## config.mk

```make
export PLATFORM = sky130hd
export DESIGN_NAME = wb_regfile_flat
export DESIGN_NICKNAME = d
export VERILOG_FILES = /design/src/rtl/wb_regfile_if.sv /design/src/rtl/wb_regfile.sv /design/src/flat_wrapper.sv
export SDC_FILE = /design/constraint.sdc
export NUM_CORES = 1
export LEC_CHECK = 0
export BUFFER_PORTS_ARGS = -buffer_cell sky130_fd_sc_hd__buf_2
export CAP_MARGIN = 10
export CORE_ASPECT_RATIO = 1.4
export CORE_MARGIN = 10
export CORE_UTILIZATION = 35
export CTS_BUF_LIST = sky130_fd_sc_hd__clkbuf_4 sky130_fd_sc_hd__clkbuf_8
export DETAILED_ROUTE_END_ITERATION = 10
export GPL_TIMING_DRIVEN = 1
export PLACE_DENSITY = 0.54
export SLEW_MARGIN = 40
export SYNTH_ARGS = -nofsm -noshare
export SYNTH_HDL_FRONTEND = slang
export SYNTH_SLANG_ARGS = --single-unit
```

## constraint.sdc

```tcl
create_clock -name clk -period 8.5 [get_ports clk]
set_input_delay 0.85 -clock clk [delete_from_list [all_inputs] [get_ports clk]]
set_output_delay 0.85 -clock clk [all_outputs]
set_load 0.1 [all_outputs]
```

## src/rtl/wb_regfile_if.sv

```systemverilog
// MEM/WB writeback and decode read-port bundle for wb_regfile.
interface wb_regfile_if #(
    parameter int XLEN  = 32,
    parameter int AW    = 5,
    parameter int CNT_W = 32
);
    logic             wb_rw;
    logic [1:0]       wb_mtr;
    logic [XLEN-1:0]  wb_pc4;
    logic [XLEN-1:0]  wb_read_data;
    logic [XLEN-1:0]  wb_alu_result;
    logic [XLEN-1:0]  wb_imm;
    logic [AW-1:0]    wb_regdest;
    logic [AW-1:0]    rs1_addr;
    logic [AW-1:0]    rs2_addr;
    logic [XLEN-1:0]  rs1_data;
    logic [XLEN-1:0]  rs2_data;
    logic [XLEN-1:0]  wb_data;
    logic             busy;
    logic [CNT_W-1:0] wr_count;

    modport master (
        output wb_rw, wb_mtr, wb_pc4, wb_read_data, wb_alu_result, wb_imm,
               wb_regdest, rs1_addr, rs2_addr,
        input  rs1_data, rs2_data, wb_data, busy, wr_count
    );

    modport slave (
        input  wb_rw, wb_mtr, wb_pc4, wb_read_data, wb_alu_result, wb_imm,
               wb_regdest, rs1_addr, rs2_addr,
        output rs1_data, rs2_data, wb_data, busy, wr_count
    );
endinterface

```

## src/rtl/wb_regfile.sv

```systemverilog
// Writeback mux, integer register file with post-reset clear sweep, and commit counter.
// Define WB_BYPASS_EN for write-through reads of the register being committed.
module wb_regfile #(
    parameter int XLEN  = 32,
    parameter int NREGS = 32,
    parameter int CNT_W = 32
) (
    input logic         clk,
    input logic         reset,
    wb_regfile_if.slave bus
);
    localparam int AW = $clog2(NREGS);

    typedef enum logic {CLEAR, RUN} state_t;

    state_t           state, next_state;
    logic [AW-1:0]    clr_ptr, next_ptr;
    logic [XLEN-1:0]  regs [1:NREGS-1];
    logic [XLEN-1:0]  wb_data, rs1_data, rs2_data;
    logic [CNT_W-1:0] wr_count;
    logic             commit, busy, hit1, hit2;

    always_comb begin
        case (bus.wb_mtr)
            2'b00:   wb_data = bus.wb_alu_result;
            2'b01:   wb_data = bus.wb_read_data;
            2'b10:   wb_data = bus.wb_pc4;
            default: wb_data = bus.wb_imm;
        endcase
    end

    assign commit = (state == RUN) && bus.wb_rw && (bus.wb_regdest != '0);

    always_comb begin
        next_state = state;
        next_ptr   = clr_ptr;
        busy       = 1'b0;
        if (state == CLEAR) begin
            busy     = 1'b1;
            next_ptr = clr_ptr + 1'b1;
            if (clr_ptr == AW'(NREGS - 1))
                next_state = RUN;
        end
    end

    always_ff @(posedge clk) begin
        if (reset) begin
            state    <= CLEAR;
            clr_ptr  <= AW'(1);
            wr_count <= '0;
        end else begin
            state   <= next_state;
            clr_ptr <= next_ptr;
            if (commit)
                wr_count <= wr_count + 1'b1;
        end
    end

    // Storage is cleared only by the sweep; x0 has no backing entry.
    always_ff @(posedge clk) begin
        if (!reset) begin
            if (state == CLEAR)
                regs[clr_ptr] <= '0;
            else if (commit)
                regs[bus.wb_regdest] <= wb_data;
        end
    end

`ifdef WB_BYPASS_EN
    assign hit1 = commit && (bus.rs1_addr == bus.wb_regdest);
    assign hit2 = commit && (bus.rs2_addr == bus.wb_regdest);
`else
    assign hit1 = 1'b0;
    assign hit2 = 1'b0;
`endif

    always_comb begin
        rs1_data = '0;
        rs2_data = '0;
        if (state == RUN) begin
            if (bus.rs1_addr != '0)
                rs1_data = hit1 ? wb_data : regs[bus.rs1_addr];
            if (bus.rs2_addr != '0)
                rs2_data = hit2 ? wb_data : regs[bus.rs2_addr];
        end
    end

    assign bus.wb_data  = wb_data;
    assign bus.rs1_data = rs1_data;
    assign bus.rs2_data = rs2_data;
    assign bus.busy     = busy;
    assign bus.wr_count = wr_count;
endmodule

```

## src/flat_wrapper.sv

```systemverilog
// flat-port wrapper written by rule: the top's interface ports become plain ports
module wb_regfile_flat 
#(
    parameter int XLEN  = 32,
    parameter int NREGS = 32,
    parameter int CNT_W = 32
)
  (clk, reset, bus_wb_rw, bus_wb_mtr, bus_wb_pc4, bus_wb_read_data, bus_wb_alu_result, bus_wb_imm, bus_wb_regdest, bus_rs1_addr, bus_rs2_addr, bus_rs1_data, bus_rs2_data, bus_wb_data, bus_busy, bus_wr_count);
  wb_regfile_if #(.XLEN(XLEN), .AW(5), .CNT_W(CNT_W)) bus_i ();
  input logic clk;
  input logic reset;
  input wire logic [$bits(bus_i.wb_rw)-1:0] bus_wb_rw;
  input wire logic [$bits(bus_i.wb_mtr)-1:0] bus_wb_mtr;
  input wire logic [$bits(bus_i.wb_pc4)-1:0] bus_wb_pc4;
  input wire logic [$bits(bus_i.wb_read_data)-1:0] bus_wb_read_data;
  input wire logic [$bits(bus_i.wb_alu_result)-1:0] bus_wb_alu_result;
  input wire logic [$bits(bus_i.wb_imm)-1:0] bus_wb_imm;
  input wire logic [$bits(bus_i.wb_regdest)-1:0] bus_wb_regdest;
  input wire logic [$bits(bus_i.rs1_addr)-1:0] bus_rs1_addr;
  input wire logic [$bits(bus_i.rs2_addr)-1:0] bus_rs2_addr;
  output wire logic [$bits(bus_i.rs1_data)-1:0] bus_rs1_data;
  output wire logic [$bits(bus_i.rs2_data)-1:0] bus_rs2_data;
  output wire logic [$bits(bus_i.wb_data)-1:0] bus_wb_data;
  output wire logic [$bits(bus_i.busy)-1:0] bus_busy;
  output wire logic [$bits(bus_i.wr_count)-1:0] bus_wr_count;
  assign bus_i.wb_rw = bus_wb_rw;
  assign bus_i.wb_mtr = bus_wb_mtr;
  assign bus_i.wb_pc4 = bus_wb_pc4;
  assign bus_i.wb_read_data = bus_wb_read_data;
  assign bus_i.wb_alu_result = bus_wb_alu_result;
  assign bus_i.wb_imm = bus_wb_imm;
  assign bus_i.wb_regdest = bus_wb_regdest;
  assign bus_i.rs1_addr = bus_rs1_addr;
  assign bus_i.rs2_addr = bus_rs2_addr;
  assign bus_rs1_data = bus_i.rs1_data;
  assign bus_rs2_data = bus_i.rs2_data;
  assign bus_wb_data = bus_i.wb_data;
  assign bus_busy = bus_i.busy;
  assign bus_wr_count = bus_i.wr_count;
  wb_regfile #(.XLEN(XLEN), .NREGS(NREGS), .CNT_W(CNT_W)) u_core (.clk(clk), .reset(reset), .bus(bus_i));
endmodule
```

After elaboration in Yosys (flattened, before gate mapping)
Memories as Yosys holds them, arrays and structs flattened.
Cells that the tools add are included.
{"block": "classes", "n_eq_ne": 3, "shifts": 0, "muxes": 17, "addsub": 2, "reduce_logical": 7, "order_cmp": 0, "n_mul": 0, "bitwise_logic": 0, "n_div": 0}
{"op": "$mux 32", "n": 5}
{"op": "$pmux 32 s3", "n": 1}
{"op": "$add 32x1->32 const B", "n": 1}
{"op": "$reduce_or 32->1", "n": 1}
{"op": "$reduce_bool 5->1", "n": 3}
{"op": "$mux 1", "n": 10}
{"op": "$add 5x1->5 const B", "n": 1}
{"op": "$eq 5x5->1 const B", "n": 1}
{"op": "$mux 5", "n": 1}
{"op": "$eq 2x1->1 const B", "n": 1}
{"op": "$eq 2x2->1 const B", "n": 1}
{"op": "$logic_and 1x1->1", "n": 2}
{"op": "$logic_not 2->1", "n": 1}
{"block": "word_totals", "register_bits": 38, "inputBits": 148, "n_memories": 1, "latch_bits": 0, "ramBits": 992, "rom_bits": 0}
{"memory": "u_core.regs", "depth": 31, "width": 32, "read_ports": 2, "rd_clocked_by_memory_dff": 0, "wr": 1, "line": "wb_regfile.sv:18", "rtl": "logic [XLEN-1:0] regs [1:NREGS-1];"}

Logic depth before layout (Yosys ltp)
{"block": "depth", "depth_word": 8, "mapped_depth": 9}

Least setup slack after synthesis
Ideal clock, no wire load.
{"block": "synth_timing", "path_kind": "input-to-reg", "from": "input port bus_wb_regdest[4]", "to": "memory u_core.regs[10][0] (enable)", "cell_stages": 4, "path_slack_ns": 3.834, "t_required_ns": 8.039, "n_path_buf": 0, "arrival_time_ns": 4.205, "setup_time_ns": 0.461, "cell_sequence": "nor3_1 a21oi_1 o32a_1 nor3_1"}
{"block": "synth_via", "elab_chain_cells": 8}
{"item": "from (decl)", "line": "flat_wrapper.sv:18", "rtl": "input wire logic [$bits(bus_i.wb_regdest)-1:0] bus_wb_regdest;"}
{"item": "$reduce_bool 5->1", "line": "wb_regfile.sv:32", "rtl": "assign commit = (state == RUN) && bus.wb_rw && (bus.wb_regdest != '0);"}
{"item": "$logic_and 1x1->1", "line": "wb_regfile.sv:32"}
{"item": "$mux 1", "line": "wb_regfile.sv:64", "rtl": "else if (commit)"}
{"item": "$mux 1", "line": "wb_regfile.sv:62", "rtl": "if (state == CLEAR)"}
{"item": "$mux 1", "line": "wb_regfile.sv:61", "rtl": "if (!reset) begin"}
{"item": "$mux 1 (implied by the code)", "line": "wb_regfile.sv:65", "rtl": "regs[bus.wb_regdest] <= wb_data;"}
{"item": "$reduce_or 32->1 (no line)"}
{"item": "$mux 5 (no line) or $mux 1 (tied branches)"}
{"item": "to (decl)", "line": "wb_regfile.sv:18"}
Several ways; a longest one is shown, not always the timed one.

Worst setup path in the final report
{"block": "layout_timing", "from": "input port bus_rs1_addr[2]", "to": "output port bus_rs1_data[29]"}
{"block": "layout_via", "elab_chain_cells": 3}
{"item": "from (decl)", "line": "flat_wrapper.sv:19", "rtl": "input wire logic [$bits(bus_i.rs1_addr)-1:0] bus_rs1_addr;"}
{"item": "$mem_v2 31x32 or $reduce_bool 5->1 (tied branches)"}
{"item": "$mux 32 *", "line": "wb_regfile.sv:81", "rtl": "if (bus.rs1_addr != '0)"}
{"item": "$mux 32 *", "line": "wb_regfile.sv:80", "rtl": "if (state == RUN) begin"}
{"item": "to (decl)", "line": "flat_wrapper.sv:21", "rtl": "output wire logic [$bits(bus_i.rs1_data)-1:0] bus_rs1_data;"}
Mark *: on every way between the ends. The rest lies on a longest branch, timed or not.

==> run metrics <==
num rows 161; post-detail-place hpwl 92200 µm; Net Sw Frac between 20 and 25%; Setup crit start kind input pin; sequential power share 52.6%; sw power 2.57 mW; Netlist Area Pre-Place 48500 µm²; pwr/cell area 190 nW/µm²; fmax 203 MHz; WHS 0.401 ns; Yosys top cell by area edfxtp_1; post-cts resize count 0; P&R area growth vs syn 14.6%; initial antenna violation count 18; internal power 7.99 mW; most common cell after layout, fill and taps aside edfxtp_1; CP required around 7.7 ns; share of the synthesized area in the top cell type 61.4%; placed cell count between 4000 and 5000; setup bufs post-CTS 0; layout cell share with drive strength beyond 1 a little over a third; die width 335 µm; critical path data arrival time 4.09 ns; final hold vios 0; Syn Inst Count roughly 2700; Util after Layout 40.4%; Lkg Pwr 16.9 nW; Combinational Power Share 7.1%; IO Pins 277; pin count of the biggest net entering global routing roughly 100; root buf cell clkbuf_8; Clock Latency Late Sink 0.89 ns; Worst slew margin 40.0%; Post-synth top flop edfxtp_1; critical path peak fanout 56; Routed Antenna Nets 0; gpl congestion 0.823; routed wire length 159000 µm; CTS tree built; Clk network pwr share 40.3%; Avg Cell Area, Syn 18.1 µm²; WS Path Type in2out; # setup viols final 0; Clock Sinks just over 1000; period utilisation layout between 50% and 60%; post-synth cell types 58; FF+latch count, synth 1030; Seq/Total Area, Yosys 63.0%; most frequent cells in the layout edfxtp_1 (992), mux4_2 (442), buf_2 (269); total of max-cap violations 0; synth top area cells edfxtp_1 (61%), mux4_2 (21%), mux2i_1 (5.1%); most used cell, CP buf_4; Peak VDD IR 154 µV; setup TNS 0 ns; Hold-fix buffers, CTS 0; Async SR Flop Fraction 0%; number of warnings issued by yosys 0; global route total overflow 0; H-tree levels 4; routed vias 29600; Worst Tran Pin Value about 0.90 ns; GRT Util Overall between 20% and 30%; status finished clean; clk_skew 0.0592 ns; Syn Nets 2827; RSZ-0062 raised after global routing false; fillers between 10000 and 15000; Initial DRT Pass Iterations 6; cells along the critical path clkbuf_8 > buf_4 > nor3b_2 > buf_4 > a22oi_1 > nand4_1 > buf_2; Die Y 460 µm; CP max-delay cell nor3b_2; number of CTS-inserted buffers 162; die area 154000 µm²; max incr delay on CP 0.73 ns; Longest Clk Path Bufs 3; fin. max-slew vios 0; fin crit period 4.94 ns; count of buffers from port buffering around 280; DR WL/cell between 30 and 40 µm; first-pass GRT wire length 227000 µm; vias in the first global route 31700; # DRC 0; hold crit path type in2reg; CTS clock-pin slew for the worst setup and hold paths 0.06 ns; core box area about 140000 µm²; EDFF count, synth 992; layout net count around 3100; initial core utilization 35.2%; CP Capture Type output pin; fin cells a little under 5000; via/cell ratio 6.01; 1st-iter DRT viols 3046
## final timing paths
| check | cells past startpoint | end | from | slack (ns) |
|---|---|---|---|---|
| worst max-delay path | 7 | bus_rs1_data[29] | bus_rs1_addr[2] | 3.56 |
| worst min-delay path | 2 | u_core.bus.wr_count[0] | reset | 0.40 |
| worst max register to register | 7 | u_core.regs[1][28] | u_core.state | 4.82 |
| worst min register to register | 2 | u_core.bus.wr_count[22] | u_core.bus.wr_count[22] | 0.51 |
## per-stage QoR
step                cell area (µm²)  setup slack [ns]  power [mW]
finish                        55600              3.56        10.6
global route                  55600              3.51        10.9
CTS                           55500              3.53        10.6
detailed placement            52300              3.61        6.42
global placement              52100              3.59        6.40
floorplan                     48500              3.83        6.18
## synth_stat cells, types with 3 or more instances
library cell  count
mux4_2          442
nand2_1         144
nor3b_1           4
buf_4             5
a31oi_1           3
buf_2           102
o31ai_1           9
inv_1             8
nand3b_1          5
and3_1            3
or3_1             9
nand4_1          16
a221oi_1         12
ha_1              3
dfxtp_1          38
edfxtp_1        992
mux2_2            8
clkbuf_1         81
nand3_1          29
o21ai_0          18
or4_1             9
nand4b_1         53
a211oi_1          8
a22oi_1          74
and4_1            5
nor4_1            6
mux2i_1         249
nor2_1           42
and2_1           40
a22o_1            6
nor2b_1          15
xor2_1            3
o211ai_1         55
o22ai_1          54
buf_1            19
nor3_1           32
and2_0            4
a21oi_1          41
nand2b_1          4
xnor2_1           4
## kinds of logic (layout without fill, tap and decap cells)
family / Yosys count / in the layout / synth area share, %
other cells: 0 / 5 / 0
compound gates: 288 / 288 / 4.06
simple gates: 433 / 433 / 4.90
mux: 699 / 699 / 25.9
xor+xnor: 7 / 7 / 0.126
flops: 1030 / 1030 / 63.0
buf+inv: 216 / 663 / 1.99
fa+ha+maj: 3 / 3 / 0.0774
## routing by layer
layer	routed length (µm)	GRT usage, %
met2	76800	33.5
met3	12800	4.40
met5	32	0
met1	64000	26.5
met4	5510	7.31
## registers in the layout (all words and copies together), names as in the netlist
name,cells
u_core.regs,992
u_core.bus.wr_count,32
u_core.clr_ptr,5
u_core.state,1
## layout make-up
class / instances / area [µm²] / area share (%)
antenna: 5 / 12.5 / 0.0225
clock buffer: 205 / 2560 / 4.60
clock inverter: 88 / 647 / 1.16
inverter: 8 / 30.0 / 0.0540
multi-input combinational: 1430 / 17300 / 31.1
sequential: 1030 / 30500 / 55.0
tap: 1793 / 2240 / 4.04
timing repair buffer: 362 / 2270 / 4.09
## worst max-delay path: cells and delay by family
| kind | cells | cell delay (ns) |
|---|---|---|
| AOI/OAI and AO/OA | 1 | 0.18 |
| buffers and inverters | 4 | 2.04 |
| and+or+nand+nor | 2 | 0.94 |
## power groups by stage
stage | registers [mW] | logic [mW] | clock network (mW)
6_report | 5.56 | 0.749 | 4.25
5_1_grt | 5.56 | 0.790 | 4.56
4_1_cts | 5.56 | 0.756 | 4.34
3_5_place_dp | 5.66 | 0.755 | 0
3_3_place_gp | 5.66 | 0.742 | 0
2_1_floorplan | 5.66 | 0.528 | 0
(Power assumes the default switching activity.)
